===== src/rtl/if_fetch_ctrl.sv =====
// rtl/if_fetch_ctrl.sv - instruction-fetch controller between IF stage and instruction memory
//
// Issues one fetch per PC and stalls IF while that fetch is outstanding.
// The returned word is presented to IF, or buffered while the pipeline is
// stalled. Responses made stale by a redirect are dropped. A saturating
// counter tracks the stall cycles caused by fetching.
//
// Ports:
//   clk, rst_n       clock; synchronous active-low reset
//   pc_i             current PC from the IF stage
//   pipe_stall_i     downstream hazard stall
//   jump_c_i         redirect (IF loads the jump target on this cycle)
//   imem_req_o       fetch request
//   imem_addr_o      fetch address
//   imem_gnt_i       request accepted
//   imem_rvalid_i    read data valid
//   imem_rdata_i     read data
//   stall_c_o        stall to the IF stage
//   instruction_o    instruction to the IF stage (NOP when none)
//   instr_valid_o    instruction_o carries a fetched word
//   stall_cnt_o      count of fetch-induced stall cycles
module if_fetch_ctrl (
  input  logic        clk,
  input  logic        rst_n,
  input  logic [31:0] pc_i,
  input  logic        pipe_stall_i,
  input  logic        jump_c_i,
  output logic        imem_req_o,
  output logic [31:0] imem_addr_o,
  input  logic        imem_gnt_i,
  input  logic        imem_rvalid_i,
  input  logic [31:0] imem_rdata_i,
  output logic        stall_c_o,
  output logic [31:0] instruction_o,
  output logic        instr_valid_o,
  output logic [31:0] stall_cnt_o
);

  localparam logic [31:0] NOP_INSN = 32'h0000_0013;

  typedef enum logic [1:0] {
    IDLE = 2'd0,
    REQ  = 2'd1,
    WAIT = 2'd2,
    HOLD = 2'd3
  } state_e;

  state_e      state_q, state_d;
  logic        first_q, first_d;
  logic        disc_q, disc_d;
  logic [31:0] req_addr_q, req_addr_d;
  logic [31:0] buf_q, buf_d;
  logic [31:0] stall_cnt_q;
  logic        deliver;
  logic        busy;

  always_ff @(posedge clk) begin
    if (!rst_n) begin
      state_q     <= IDLE;
      first_q     <= 1'b0;
      disc_q      <= 1'b0;
      req_addr_q  <= 32'h0;
      buf_q       <= 32'h0;
      stall_cnt_q <= 32'h0;
    end else begin
      state_q    <= state_d;
      first_q    <= first_d;
      disc_q     <= disc_d;
      req_addr_q <= req_addr_d;
      buf_q      <= buf_d;
      if (busy && !pipe_stall_i && !jump_c_i && (stall_cnt_q != 32'hFFFF_FFFF))
        stall_cnt_q <= stall_cnt_q + 32'd1;
    end
  end

  always_comb begin
    state_d       = state_q;
    first_d       = first_q;
    disc_d        = disc_q;
    req_addr_d    = req_addr_q;
    buf_d         = buf_q;
    imem_req_o    = 1'b0;
    imem_addr_o   = 32'h0;
    instruction_o = NOP_INSN;
    instr_valid_o = 1'b0;
    deliver       = 1'b0;

    case (state_q)
      IDLE: begin
        state_d = REQ;
        first_d = 1'b1;
      end

      REQ: begin
        // The PC is sampled only on the first cycle; afterwards the latched
        // address is replayed so the request stays stable until granted.
        imem_req_o  = 1'b1;
        imem_addr_o = first_q ? pc_i : req_addr_q;
        req_addr_d  = first_q ? pc_i : req_addr_q;
        first_d     = 1'b0;
        if (jump_c_i)
          disc_d = 1'b1;
        if (imem_gnt_i)
          state_d = WAIT;
      end

      WAIT: begin
        if (imem_rvalid_i) begin
          first_d = 1'b1;
          if (disc_q || jump_c_i) begin
            disc_d  = 1'b0;
            state_d = REQ;
          end else begin
            deliver       = 1'b1;
            instruction_o = imem_rdata_i;
            instr_valid_o = 1'b1;
            if (pipe_stall_i) begin
              buf_d   = imem_rdata_i;
              state_d = HOLD;
            end else begin
              state_d = REQ;
            end
          end
        end else if (jump_c_i) begin
          // The in-flight response still arrives; mark it for dropping.
          disc_d = 1'b1;
        end
      end

      HOLD: begin
        instruction_o = buf_q;
        instr_valid_o = 1'b1;
        if (jump_c_i || !pipe_stall_i) begin
          state_d = REQ;
          first_d = 1'b1;
        end
      end

      default: begin
        state_d = IDLE;
      end
    endcase
  end

  assign busy        = (state_q != HOLD) && !deliver;
  // A redirect always drops the stall so IF never misses loading the target.
  assign stall_c_o   = (pipe_stall_i || busy) && !jump_c_i;
  assign stall_cnt_o = stall_cnt_q;

endmodule


===== config.mk =====
export PLATFORM = sky130hd
export DESIGN_NAME = if_fetch_ctrl
export DESIGN_NICKNAME = d
export VERILOG_FILES = /design/src/rtl/if_fetch_ctrl.sv
export SDC_FILE = /design/constraint.sdc
export NUM_CORES = 1
export LEC_CHECK = 0
export CORE_MARGIN = 1.5
export CORE_UTILIZATION = 56
export DETAILED_ROUTE_END_ITERATION = 10
export DONT_BUFFER_PORTS = 1
export PLACE_DENSITY_LB_ADDON = 0.3
export SYNTH_ARGS = -nofsm -noshare
export SYNTH_HDL_FRONTEND = slang
export SYNTH_SLANG_ARGS = --single-unit

===== constraint.sdc =====
create_clock -name clk -period 3.8 [get_ports clk]
set_input_delay 1.14 -clock clk [delete_from_list [all_inputs] [get_ports clk]]
set_output_delay 1.14 -clock clk [all_outputs]
set_load 0.02 [all_outputs]

==> PnR_summary.wiki <==
{| class="wikitable"
! Metric !! Value
|-
| Sink of the worst hold path || req_addr_q[14]
|-
| Pin count of the biggest net entering global routing || 55
|-
| Number of violations of the max-capacitance limit || 0
|-
| Slowest cell delay on critical path || between 0.4 and 0.5 ns
|-
| Total DRC errors in the routed layout || 0
|-
| Area of the mapped netlist || between 5000 and 6000 um2
|-
| Min Clock Period, post-route || about 3.4 ns
|-
| Diode insertion count for antenna repair || 0
|-
| FF+latch count, synth || 100
|-
| Met3 track demand over resource in global routing || around 5.4%
|-
| Finish-stage setup viols || 0
|-
| Wire length of the first global-routing pass || roughly 19000 um
|-
| Worst hold path stage count || 2
|-
| Crit. End Element || primary output
|-
| Clock Sinks || 100
|-
| Top_reg_cell synth || sky130_fd_sc_hd__dfxtp_1
|-
| DRT Wirelength || ~11000 um
|-
| Clock latency at the later pin of the worst-skew pair || about 0.36 ns
|-
| Number of nets still failing antenna checks after routing || 0
|-
| Number of nets in the layout || a little under 700
|-
| Post-CTS Setup Repair Bufs || 0
|-
| Detailed router's first-iteration violation count || approximately 180
|-
| Die Outline Area || between 9000 and 10000 um2
|-
| Worst-path clk slew || ~0.1 ns
|-
| Critical path startpoint || imem_rvalid_i
|-
| Mean cell area of the mapped netlist || roughly 8 um2
|-
| Highest fanout seen on the critical path || 4
|-
| Final number of hold-violating endpoints || 0
|-
| Share of synthesized flip-flops with an asynchronous set or reset || 0%
|-
| Detail Placement HPWL || 8114 um
|-
| CTS tree || done
|-
| Post-synthesis cell count || 639
|-
| Grt peak-use layer || met2
|-
| Area grow syn2layout || 4.826%
|-
| I/O pins || around 170
|-
| Die Height || around 100 um
|-
| Clock buffer depth || 2
|-
| Final global-route overflow total || 0
|-
| Port Buffer Count || 0
|-
| CTS buffer count || 9
|-
| Met2 GRT Util || between 40% and 50%
|-
| Root Buffer || sky130_fd_sc_hd__clkbuf_8
|-
| Top delay family on crit path || simple AND/OR/NAND/NOR gates
|-
| Vias per std cell || around 6.0
|-
| Worst supply voltage drop on vdd || 0.2015 mV
|-
| CORE AREA || between 8000 and 9000 um2
|-
| Ordered list of cells on the worst path || nor2b_1 > nand2b_1 > nor2_2 > or2_2 > a21oi_1
|-
| Worst clock skew || around 0.015 ns
|-
| Number of slew-limit violations in the final report || 0
|-
| Worst setup SP type || input pin
|-
| Hold path startpoint || req_addr_q[14]
|-
| Fin Setup TNS || 0 ns
|-
| Number of warnings printed during yosys synthesis || 0
|-
| Cells on worst reg2reg path || 7
|-
| Result of the run || finished, final reports clean
|-
| Total via count in the routed design || about 4400
|-
| Number of antenna violations at the first check in global routing || 0
|-
| Combined buffer and inverter count along the critical path || 0
|-
| Area contributors post-synth || sky130_fd_sc_hd__dfxtp_1 39%, sky130_fd_sc_hd__nand2_1 12%, sky130_fd_sc_hd__mux2i_1 8.5%
|-
| H-Tree Depth || 3
|-
| Capture instance of the worst register-to-register path || stall_cnt_o[27]
|-
| Net count of the mapped netlist || just over 700
|-
| Router iterations before antenna repair || 5
|-
| Count of unique library cells instantiated by Yosys || just over 50
|-
| Max transition margin || between 30 and 40%
|-
| Global-route met1 utilization || between 20% and 30%
|-
| Leakage power total || around 0.0018 uW
|-
| Highest achievable clock rate || 295.7 MHz
|-
| Starting utilization of the core area || approximately 58%
|-
| Unrepaired setup endpoints after global routing || no
|-
| Worst path required time || 2.66 ns
|-
| Total routing resource utilization after global routing || a little under a quarter
|-
| CTS resizes || 0
|-
| Number of hold-repair buffers added at the cts stage || 0
|-
| Top cell type by total area after synthesis || sky130_fd_sc_hd__dfxtp_1
|-
| Worst path arrival time || around 2.2 ns
|-
| Via count of the first global-routing pass || 4044
|-
| Final Util || between 60 and 70%
|-
| Classification of the worst-slack hold path || register to register
|-
| Slowest-stage cell, CP || sky130_fd_sc_hd__a21oi_1
|-
| Number of enable flip-flop cells after synthesis || 0
|-
| Crit share post-route || around nine tenths
|-
| Power density normalized to cell area || 393.9 nW/um2
|-
| Fraction of final layout cells with drive strength greater than 1 || under 10%
|-
| Slew at the pin closest to its max-slew limit || between 1 and 1.5 ns
|-
| Number of core rows || 34
|-
| Area share of the leading cell type in the synthesized netlist || about 40%
|-
| Source of the worst register-to-register timing path || stall_cnt_o[15]
|-
| Routed length per placed instance || around 16 um
|-
| Gpl congestion || roughly 0.8
|-
| Sequential area share after synthesis || 39.40%
|-
| Type of the worst setup path || input pin to primary output
|-
| R2R setup slack || approximately 1.3 ns
|-
| Die Wd || roughly 98 um
|}
metrics by stage:
stage	setup WS (ns)	instances	cell area [um2]	total power (uW)	hold slack, ns
floorplan	0.2634	639	5081	1392	0.4357
global placement	0.4149	713	5135	1439	0.4410
detailed placement	0.4126	713	5135	1448	0.4462
CTS	0.4106	729	5326	2120	0.4611
global route	0.2981	729	5326	2197	0.4803
finish	0.4178	729	5326	2098	0.4597
layout by cell type (no fill, tap or decap), types with 2 or more instances in the layout:
cell type                    Yosys  routed
sky130_fd_sc_hd__or3_1           3       3
sky130_fd_sc_hd__a211oi_1        2       2
sky130_fd_sc_hd__dfxtp_1       100      99
sky130_fd_sc_hd__ha_1            4       4
sky130_fd_sc_hd__and4_1          5       5
sky130_fd_sc_hd__nand2b_1       11      11
sky130_fd_sc_hd__nor4_1          2       2
sky130_fd_sc_hd__a21oi_1        80      80
sky130_fd_sc_hd__o21ai_0         6       6
sky130_fd_sc_hd__and2_1          2       2
sky130_fd_sc_hd__o21ai_1         3       3
sky130_fd_sc_hd__a21o_1          2       2
sky130_fd_sc_hd__a31o_1          2       2
sky130_fd_sc_hd__o21a_1          2       2
sky130_fd_sc_hd__a22o_1         29      29
sky130_fd_sc_hd__buf_4           2      12
sky130_fd_sc_hd__nand4_2         3       3
sky130_fd_sc_hd__clkbuf_8        0       9
sky130_fd_sc_hd__clkinv_2        0       2
sky130_fd_sc_hd__nand2_1       156     156
sky130_fd_sc_hd__xnor2_1         8       8
sky130_fd_sc_hd__mux2i_1        43      43
sky130_fd_sc_hd__nand4b_1        2       2
sky130_fd_sc_hd__inv_1          12      12
sky130_fd_sc_hd__nor3_1          5       5
sky130_fd_sc_hd__clkinvlp_4      0       2
sky130_fd_sc_hd__a311oi_1        5       5
sky130_fd_sc_hd__nand4_1         8       8
sky130_fd_sc_hd__nor2_1         19      18
sky130_fd_sc_hd__and3_1          9       9
sky130_fd_sc_hd__nand3_1        12      12
sky130_fd_sc_hd__a221oi_1        2       2
sky130_fd_sc_hd__nor2b_1        37      37
where the power goes:
part	switching [uW]	total [uW]	internal, uW
Sequential	34.6	1110	1080
Clock	371	676	305
Combinational	195	309	113
Total	601	2100	1500
area by class of cell:
class,count,area [um2]
fill,774,3437
multi-input combinational,479,2838
sequential,100,2003
tap,108,135.1
clock buffer,10,127.6
timing repair buffer,13,110.1
clock inverter,6,63.81
inverter,13,48.80
tightest hold or removal path: stages, from the launching register on:
cell and delay (ns):
sky130_fd_sc_hd__dfxtp_1 0.32, sky130_fd_sc_hd__nand2_1 0.05, sky130_fd_sc_hd__a21oi_1 0.05
cells in the mapped netlist, drive strengths merged, types with 3 or more instances:
| master | number |
|---|---|
| nand4 | 11 |
| and4 | 6 |
| dfxtp | 100 |
| nor4 | 3 |
| a21oi | 80 |
| nand2b | 11 |
| and3 | 9 |
| mux2i | 43 |
| nor3 | 6 |
| or3 | 3 |
| inv | 12 |
| xnor2 | 8 |
| ha | 4 |
| nor2 | 19 |
| clkbuf | 41 |
| a311oi | 6 |
| nor2b | 37 |
| a22o | 29 |
| nand3 | 12 |
| nand2 | 156 |
| buf | 6 |
| o21ai | 9 |
layer usage:
layer  vias up  wire length (um)
met5         -                 0
met2       153              5708
met3        17               811
met1      2077              4803
li1       2158                 -
met4         0               141
flip-flops by register name (all words and copies together) (netlist names):
register,cells
buf_q,32
state_q,2
stall_cnt_o,32
req_addr_q,32
first_q,1
disc_q,1
how the worst max path moves through the flow:
stage | depth (start not counted) | slack [ns] | end
5_1_grt | 3 | 0.30 | imem_addr_o[14]
3_5_place_dp | 5 | 0.41 | stall_c_o
3_3_place_gp | 5 | 0.41 | stall_c_o
6_report | 5 | 0.42 | stall_c_o
2_1_floorplan | 6 | 0.26 | instruction_o[11]
4_1_cts | 5 | 0.41 | stall_c_o
cell families (layout without fill, tap and decap cells):
kind of cell | Yosys count | after routing | synth area share (%)
muxes | 43 | 43 | 8.471
and+or+nand+nor | 282 | 282 | 27.01
AOI/OAI and AO/OA | 141 | 141 | 17.78
xor gates and xnor gates | 9 | 9 | 1.551
DFF | 100 | 100 | 39.40
adders and majority gates | 4 | 4 | 0.9850
buffers and inverters | 60 | 42 | 4.801
Note: power is estimated with default switching activity, not from simulation.
